`src/rtl/riscv_pipe_pkg.sv`:
```
// Shared pipeline definitions: control-bundle bit positions, ALU op encodings, ID/EX FSM states.
package riscv_pipe_pkg;

   localparam int CTRL_W          = 11;
   localparam int CTRL_MUL        = 10;
   localparam int CTRL_JAL        = 9;
   localparam int CTRL_BRANCH     = 8;
   localparam int CTRL_MEM_TO_REG = 7;
   localparam int CTRL_MEM_READ   = 6;
   localparam int CTRL_MEM_WRITE  = 5;
   localparam int CTRL_ALU_SRC    = 4;
   localparam int CTRL_REG_WRITE  = 3;
   localparam int CTRL_ALU_OP_HI  = 2;
   localparam int CTRL_ALU_OP_LO  = 0;

   typedef enum logic [2:0] {
      ALU_R, ALU_I_LOGIC, ALU_LOAD, ALU_STORE, ALU_BRANCH, ALU_LUI, ALU_JAL, ALU_JALR
   } alu_op_e;

   typedef enum logic {IDLE, MUL_BUSY} id_ex_state_t;

   // Counter must be at least one bit wide even when multiplies are single-cycle.
   function automatic int unsigned mul_cnt_width(input int unsigned latency);
      return (latency > 1) ? $clog2(latency) : 1;
   endfunction

endpackage

```
`src/rtl/id_ex_hazard_detect.sv`:
```
// Combinational load-use hazard compare between the load in EX and the sources in ID.
module id_ex_hazard_detect #(
   parameter int unsigned REG_ADDR_W = 5
) (
   input  logic                  ex_valid_i,
   input  logic                  ex_mem_read_i,
   input  logic [REG_ADDR_W-1:0] ex_rd_addr_i,
   input  logic                  id_valid_i,
   input  logic [REG_ADDR_W-1:0] rs1_addr_i,
   input  logic [REG_ADDR_W-1:0] rs2_addr_i,
   output logic                  load_use_o
);

   always_comb begin
      load_use_o = ex_valid_i & ex_mem_read_i & (ex_rd_addr_i != '0) & id_valid_i
                   & ((ex_rd_addr_i == rs1_addr_i) | (ex_rd_addr_i == rs2_addr_i));
   end

endmodule

```
`src/rtl/id_ex_stage.sv`:
```
// ID/EX pipeline register with load-use bubble insertion and multi-cycle multiply hold.
// Optional bubble counter output enabled by defining ID_EX_BUBBLE_CNT_EN.
module id_ex_stage
   import riscv_pipe_pkg::*;
#(
   parameter int unsigned DATA_WIDTH  = 32,
   parameter int unsigned REG_ADDR_W  = 5,
   parameter int unsigned MUL_LATENCY = 3
) (
   input  logic                  clk,
   input  logic                  reset,
   input  logic [CTRL_W-1:0]     ctrl_i,
   input  logic                  id_valid_i,
   input  logic [DATA_WIDTH-1:0] pc_i,
   input  logic [DATA_WIDTH-1:0] rs1_data_i,
   input  logic [DATA_WIDTH-1:0] rs2_data_i,
   input  logic [DATA_WIDTH-1:0] imm_i,
   input  logic [REG_ADDR_W-1:0] rs1_addr_i,
   input  logic [REG_ADDR_W-1:0] rs2_addr_i,
   input  logic [REG_ADDR_W-1:0] rd_addr_i,
   input  logic [3:0]            funct_i,
   input  logic                  flush_i,
   output logic [CTRL_W-1:0]     ex_ctrl_o,
   output logic                  ex_valid_o,
   output logic [DATA_WIDTH-1:0] ex_pc_o,
   output logic [DATA_WIDTH-1:0] ex_rs1_data_o,
   output logic [DATA_WIDTH-1:0] ex_rs2_data_o,
   output logic [DATA_WIDTH-1:0] ex_imm_o,
   output logic [REG_ADDR_W-1:0] ex_rs1_addr_o,
   output logic [REG_ADDR_W-1:0] ex_rs2_addr_o,
   output logic [REG_ADDR_W-1:0] ex_rd_addr_o,
   output logic [3:0]            ex_funct_o,
   output logic                  stall_o
`ifdef ID_EX_BUBBLE_CNT_EN
   ,
   output logic [31:0]           bubble_cnt_o
`endif
);

   localparam int unsigned CNT_W     = mul_cnt_width(MUL_LATENCY);
   localparam bit          MUL_MULTI = (MUL_LATENCY > 1);

   typedef struct packed {
      logic [CTRL_W-1:0]     ctrl;
      logic                  valid;
      logic [DATA_WIDTH-1:0] pc;
      logic [DATA_WIDTH-1:0] rs1_data;
      logic [DATA_WIDTH-1:0] rs2_data;
      logic [DATA_WIDTH-1:0] imm;
      logic [REG_ADDR_W-1:0] rs1_addr;
      logic [REG_ADDR_W-1:0] rs2_addr;
      logic [REG_ADDR_W-1:0] rd_addr;
      logic [3:0]            funct;
   } ex_t;

   ex_t          ex_q, ex_d, id_fields;
   id_ex_state_t state_q, state_d;
   logic [CNT_W-1:0] cnt_q, cnt_d;
   logic         load_use;
   logic         busy;

   id_ex_hazard_detect #(
      .REG_ADDR_W (REG_ADDR_W)
   ) u_hazard (
      .ex_valid_i    (ex_q.valid),
      .ex_mem_read_i (ex_q.ctrl[CTRL_MEM_READ]),
      .ex_rd_addr_i  (ex_q.rd_addr),
      .id_valid_i    (id_valid_i),
      .rs1_addr_i    (rs1_addr_i),
      .rs2_addr_i    (rs2_addr_i),
      .load_use_o    (load_use)
   );

   assign busy    = (state_q == MUL_BUSY);
   assign stall_o = ~flush_i & (busy | load_use);

   always_comb begin
      id_fields          = '{ctrl: ctrl_i, valid: id_valid_i, pc: pc_i, rs1_data: rs1_data_i,
                             rs2_data: rs2_data_i, imm: imm_i, rs1_addr: rs1_addr_i,
                             rs2_addr: rs2_addr_i, rd_addr: rd_addr_i, funct: funct_i};
      // Invalid slots travel with their data but can never have side effects.
      if (!id_valid_i) id_fields.ctrl = '0;

      ex_d    = ex_q;
      state_d = state_q;
      cnt_d   = cnt_q;
      if (flush_i) begin
         ex_d    = '0;
         state_d = IDLE;
         cnt_d   = '0;
      end else if (busy) begin
         cnt_d = cnt_q - CNT_W'(1);
         if (cnt_q == CNT_W'(1)) state_d = IDLE;
      end else if (load_use) begin
         ex_d = '0;
      end else begin
         ex_d = id_fields;
         if (MUL_MULTI && id_valid_i && ctrl_i[CTRL_MUL]) begin
            state_d = MUL_BUSY;
            cnt_d   = CNT_W'(MUL_LATENCY - 1);
         end
      end
   end

   always_ff @(posedge clk or negedge reset) begin
      if (!reset) begin
         ex_q    <= '0;
         state_q <= IDLE;
         cnt_q   <= '0;
      end else begin
         ex_q    <= ex_d;
         state_q <= state_d;
         cnt_q   <= cnt_d;
      end
   end

`ifdef ID_EX_BUBBLE_CNT_EN
   logic [31:0] bubble_cnt_q, bubble_cnt_d;
   logic        bubble_evt;

   always_comb begin
      bubble_evt   = flush_i | (~busy & load_use);
      bubble_cnt_d = bubble_cnt_q;
      if (bubble_evt && (bubble_cnt_q != 32'hFFFF_FFFF)) bubble_cnt_d = bubble_cnt_q + 32'd1;
   end

   always_ff @(posedge clk or negedge reset) begin
      if (!reset) bubble_cnt_q <= '0;
      else        bubble_cnt_q <= bubble_cnt_d;
   end

   assign bubble_cnt_o = bubble_cnt_q;
`endif

   assign ex_ctrl_o     = ex_q.ctrl;
   assign ex_valid_o    = ex_q.valid;
   assign ex_pc_o       = ex_q.pc;
   assign ex_rs1_data_o = ex_q.rs1_data;
   assign ex_rs2_data_o = ex_q.rs2_data;
   assign ex_imm_o      = ex_q.imm;
   assign ex_rs1_addr_o = ex_q.rs1_addr;
   assign ex_rs2_addr_o = ex_q.rs2_addr;
   assign ex_rd_addr_o  = ex_q.rd_addr;
   assign ex_funct_o    = ex_q.funct;

endmodule

```
`config.mk`:
```
export PLATFORM = sky130hd
export DESIGN_NAME = id_ex_stage
export DESIGN_NICKNAME = d
export VERILOG_FILES = /design/src/rtl/riscv_pipe_pkg.sv /design/src/rtl/id_ex_hazard_detect.sv /design/src/rtl/id_ex_stage.sv
export SDC_FILE = /design/constraint.sdc
export NUM_CORES = 1
export LEC_CHECK = 0
export CELL_PAD_IN_SITES_DETAIL_PLACEMENT = 1
export CELL_PAD_IN_SITES_GLOBAL_PLACEMENT = 1
export CORE_ASPECT_RATIO = 0.7
export CORE_MARGIN = 4
export CORE_UTILIZATION = 33
export CTS_CLUSTER_DIAMETER = 50
export CTS_CLUSTER_SIZE = 20
export DETAILED_ROUTE_END_ITERATION = 16
export HOLD_SLACK_MARGIN = 0.1
export PLACE_DENSITY_LB_ADDON = 0.1
export SETUP_SLACK_MARGIN = 0.2
export SKIP_CTS_REPAIR_TIMING = 1
export SYNTH_ARGS = -nofsm -noshare
export SYNTH_HDL_FRONTEND = slang
export SYNTH_SLANG_ARGS = --single-unit
```
`constraint.sdc`:
```
create_clock -name clk -period 1.95 [get_ports clk]
set_clock_uncertainty 0.15 [all_clocks]
set_input_delay 0.195 -clock clk [delete_from_list [all_inputs] [get_ports clk]]
set_output_delay 0.195 -clock clk [all_outputs]
set_load 0.02 [all_outputs]
```
Yosys cells after proc, flatten, opt, wreduce, memory -nomap -nowiden --
Cells that the tools add are included.
Word-level totals: flip-flop bits (word level) 162, bits in latches 0, bits in writable memories 0, ROM bits 0, bits of input ports 162, output and inout port bits 160, logic and storage cells 43, memories 0
Operators by class: add/sub/neg operators 1, $mul 0, div/mod/pow operators 0, $lt $le $gt $ge 0, equal/unequal tests 5, shifts and indexed selects 0, mux-type cells 13, bitwise logic cells 8, reduce and logical (&&, ||, !) cells 4
Operator list (number):
- 2-to-1 mux 159 bit | 3
- 2-to-1 mux 11 bit | 1
- == test 5 bit | 2
- 2-to-1 mux 2 bit | 4
- AND 1 bit | 5
- 2-to-1 mux 1 bit | 5
- nonzero test 5 bit | 1
- != test 3 bit, second input constant | 1
- nonzero test 3 bit | 1
- == test 2 x 1 -> 1 bit, second input constant | 1
- != test 2 bit, second input constant | 1
- OR 1 bit | 2
- AND reduction 2 bit | 1
- subtractor 2 x 1 -> 2 bit, second input constant | 1
- logical AND 1 bit | 1
- inverter 1 bit | 1

Depth between registers and ports, before layout --
depth after elaboration 7, gate-level depth with buffers 8, gate-level depth less buffers 5

Modules after synthesis --
A second synthesis with hierarchy kept.
Unflattened totals: cell total of the unflattened synthesis 390, area total of the unflattened synthesis 5933.2 um^2
By module, submodules not included:
- id_ex_stage | times used 1, cells each 373, area an instance 5804.3 um^2, seq. area each 4053.9 um^2
- id_ex_hazard_detect | times used 1, cells each 17, area an instance 128.9 um^2, seq. area each 0.0 um^2

Least setup slack after synthesis --
No wires, ideal clock.
kind register to output, start register ex_q (netlist bit ex_rd_addr_o[4]), end output port stall_o, arrival 1575 ps, required time 1605 ps, path slack 30 ps, cell stages (with the launch flop) 6, path buffers 0, path through dfrtp_1 -> xnor2_1 -> nand3_1 -> nor3_1 -> o21ai_0 -> a21oi_1
Between the ends: word-level cells in the longest chain between the ends 6, elaborated cells on any way between the ends 9, classes of those cells eq/ne: 2; bitwise: 6; reduce/logical: 1
RTL lines:
- start, declared | line id_ex_stage.sv:56 | ex_t ex_q, ex_d, id_fields;
- start signal, assigned | line id_ex_stage.sv:107 | ex_q <= '0;
- start signal, assigned | line id_ex_stage.sv:111 | ex_q <= ex_d;
- nonzero test 5 bit | line id_ex_hazard_detect.sv:15 | load_use_o = ex_valid_i & ex_mem_read_i & (ex_rd_addr_i != '0) & id_valid_i
- AND 1 bit (2 in a row) | line id_ex_hazard_detect.sv:15
- AND 1 bit (*) | line id_ex_hazard_detect.sv:16 | & ((ex_rd_addr_i == rs1_addr_i) | (ex_rd_addr_i == rs2_addr_i));
- OR 1 bit (*) | line id_ex_stage.sv:75 | assign stall_o = ~flush_i & (busy | load_use);
- AND 1 bit (*) | line id_ex_stage.sv:75
- end, declared | line id_ex_stage.sv:33 | output logic stall_o
Mark *: on every way between the ends. The rest lies on a longest branch, timed or not.

Worst setup path in the final report --
start register ex_q (netlist bit ex_rd_addr_o[4]), end register ex_q (netlist bit ex_rs2_data_o[30])
Between the ends: word-level cells in the longest chain between the ends 7, elaborated cells on any way between the ends 10, classes of those cells eq/ne: 2; mux: 3; bitwise: 4; reduce/logical: 1
RTL lines:
- nonzero test 5 bit | line id_ex_hazard_detect.sv:15
- AND 1 bit (2 in a row) | line id_ex_hazard_detect.sv:15
- AND 1 bit (*) | line id_ex_hazard_detect.sv:16
- 2-to-1 mux 159 bit (*) | line id_ex_stage.sv:94 | end else if (load_use) begin
- 2-to-1 mux 159 bit (*) | line id_ex_stage.sv:91 | end else if (busy) begin
- 2-to-1 mux 159 bit (*) | line id_ex_stage.sv:87 | if (flush_i) begin
Mark *: on every way between the ends. The rest lies on a longest branch, timed or not. The select of a mux whose other input is x is not followed. A chain may end at the register's enable or synchronous reset.

==> flow_summary.ini <==
[drt]
drt_first_iter_violations = 243
vias = 7061
avgViaCountPerCell = 4.94
wl_per_cell_um = 21.3
totalWireLength_um = 30500
antenna_left = 0
drt_pass1_iterations = 4
drc_errors = 0

[clock_tree]
cts-root-buf = clkbuf_16
clk_pin_slew_ns = 0.07
clkSinkCount = 162
ctsHtreeMaxLevel = 4
numCtsBuffers = 17
cts_buffer_depth = 2
clkLatencyLatePin_ns = 0.44
cts_tree = yes

[worst_setup_path]
cp-end-kind = flip-flop
cp_cell_sequence = xnor2_2 > nand3_2 > nor3_4 > buf_4 > o21a_4 > buf_12 > buf_6 > buf_12 > o41ai_2
r2r_cells = 9
cpMostUsedCell = buf_12
path_max_fanout = 8
path_class = reg2reg
cp_slowest_cell = dfrtp_2
cpPeakStageDelay_ns = 0.45
crit_required_ns = 2.10
crit_arrival_ns = 2.34
critPathLaunchType = flip-flop

[grt]
grt_first_pass_wirelength_um = 43700
gr-total-overflow = 0
antenna_found_initial = 1
grt_max_degree = 72
track_usage_pct = 20.3
grt_pass1_vias = 7370

[synth]
yosys_warnings = 0
synth_fp_nets = 905
netlist_instances = 742
synth_area_sq_um = 8030
synthDistinctLibCells = 30
seq_area_frac_synth_pct = 50.5
ys_ff_latch = 162
avgSynthCellArea_sq_um = 10.8

[sta]
max_slew_margin_pct = 56.2
worst_slack_ns = -0.239
setup_tns_ns = -25.57
final_hold_viol_count = 0
tightest_slew_ns = 0.657
rsz0062_at_grt = true
final-max-slew-violation-count = 0
fin_crit_sh_pct = 112
max_freq_mhz = 457
finalSetupViolations = 158
min_period_ns = 2.19

[floorplanning]
row_count = 47
core_area_sq_um = 23800
die_y_um = 139
die_x_um = 194
die_area_sq_um = 26900
io_pins = 322
start_util_pct = 33.7

[place]
io_buffer_count = 321
dp_hpwl_um = 19700
postPlaceCellArea_sq_um = 12000
routabilityCongestion = 0.790

[final_layout]
nets = 1261
stdcell_area_sq_um = 14400
area_growth_pct = 78.6
layout-drive-gt1-share_pct = 26.6
final_cell_mix = clkdlybuf4s50_1, dlymetal6s2s_1, nand2_1

[worst_hold_path]
hp-class = in2async

[status]
violations = negative setup slack
status = complete, but fails checks

[pwr]
p_leak_uw = 0.00872
vdd_drop_max_uv = 609
power_density_nw_per_um2 = 669

[flow_run]
max-cap-violations = 0
-- per-layer routing --
| metal | share of wire, % | track usage [%] | vias to the layer above | wire length, um |
|---|---|---|---|---|
| li1 | - | - | 3250 | - |
| met1 | 43 | 26.0 | 3584 | 13100 |
| met2 | 49 | 32.9 | 190 | 14800 |
| met3 | 6.2 | 7.36 | 37 | 1900 |
| met4 | 1.9 | 5.29 | 0 | 578 |
| met5 | 0 | 0 | - | 0 |
-- where the power goes --
group / switching, uW / internal [uW] / total, uW
Sequential: 148 / 3620 / 3770
Clock: 1460 / 2060 / 3520
Combinational: 1190 / 1120 / 2310
-- critical path: cells and delay by family, from the launching register on --
family	cells	cell delay, ns
simple gates	2	0.33
compound gates	2	0.31
xor+xnor	1	0.23
flops	1	0.45
buf+inv	4	0.58
-- state kept, by name, summed over array words and instances, names as in the netlist --
| name | count |
|---|---|
| ex_imm_o | 32 |
| busy | 1 |
| ex_rs1_addr_o | 5 |
| ex_valid_o | 1 |
| ex_funct_o | 4 |
| ex_rs2_data_o | 32 |
| ex_rs2_addr_o | 5 |
| ex_rd_addr_o | 5 |
| ex_rs1_data_o | 32 |
| ex_pc_o | 32 |
| ex_ctrl_o | 11 |
| cnt_q | 2 |
-- cell type report --
class | count | area [sq um]
fill | 2389 | 9470
timing repair buffer | 408 | 4870
sequential | 162 | 4060
multi-input combinational | 363 | 3870
inverter | 146 | 548
clock buffer | 25 | 505
tap | 318 | 398
clock inverter | 7 | 97.6
antenna | 1 | 2.50
-- worst paths after layout --
kind | from | endpoint | slack (ns)
worst min register to register | ex_ctrl_o[1] | ex_ctrl_o[1] | 0.32
worst min-delay path | reset | ex_rs2_addr_o[0] | 0.09
max in group asynchronous | reset | ex_pc_o[22] | 0.93
worst max register to register | ex_rd_addr_o[4] | ex_rs2_data_o[30] | -0.24
worst max-delay path | ex_rd_addr_o[4] | ex_rs2_data_o[30] | -0.24
min in group clk | rs2_data_i[21] | ex_rs2_data_o[21] | 0.16
-- through the flow --
step | setup WS, ns | hold slack [ns] | utilization [%] | std cells | power, uW
floorplan | 0.196 | -0.251 | - | 742 | 4770
global placement | -0.571 | 0.00624 | 50.3 | 1366 | 5970
detailed placement | -0.566 | -0.00268 | 50.3 | 1366 | 5990
CTS | -0.826 | -0.477 | 52.9 | 1398 | 9540
global route | -0.334 | 0.102 | 60.3 | 1430 | 10000
finish | -0.239 | 0.0871 | 60.3 | 1430 | 9600
-- kinds of logic (layout without fill, tap and decap cells) --
| family | after synthesis | count (layout) | synth area share, % |
|---|---|---|---|
| other | 0 | 1 | 0 |
| adders and majority gates | 1 | 1 | 0.156 |
| and+or+nand+nor | 184 | 184 | 9.22 |
| muxes | 1 | 1 | 0.125 |
| AOI/OAI and AO/OA | 166 | 166 | 27.2 |
| DFF | 162 | 162 | 50.5 |
| buffers and inverters | 217 | 586 | 11.7 |
| xor gates and xnor gates | 11 | 11 | 1.20 |
-- Yosys cell counts, drive strengths merged --
cell type | count | area share (%)
clkinv | 1 | 0.047
a211oi | 1 | 0.093
o31ai | 1 | 0.093
inv | 145 | 6.8
nor3b | 1 | 0.093
o2bb2ai | 1 | 0.11
o22ai | 6 | 0.47
o21a | 1 | 0.093
mux2i | 1 | 0.12
clkbuf | 44 | 2.1
and3 | 1 | 0.078
xor2 | 4 | 0.44
nand2 | 158 | 7.4
a21oi | 2 | 0.12
ha | 1 | 0.16
a22o | 2 | 0.22
nor3 | 3 | 0.19
nand3 | 12 | 0.75
o41ai | 143 | 25
buf | 27 | 2.8
nand3b | 6 | 0.56
o21ai | 9 | 0.56
dfrtp | 162 | 50
xnor2 | 7 | 0.76
nor2 | 3 | 0.17
Power figures use the tool's default switching activity.
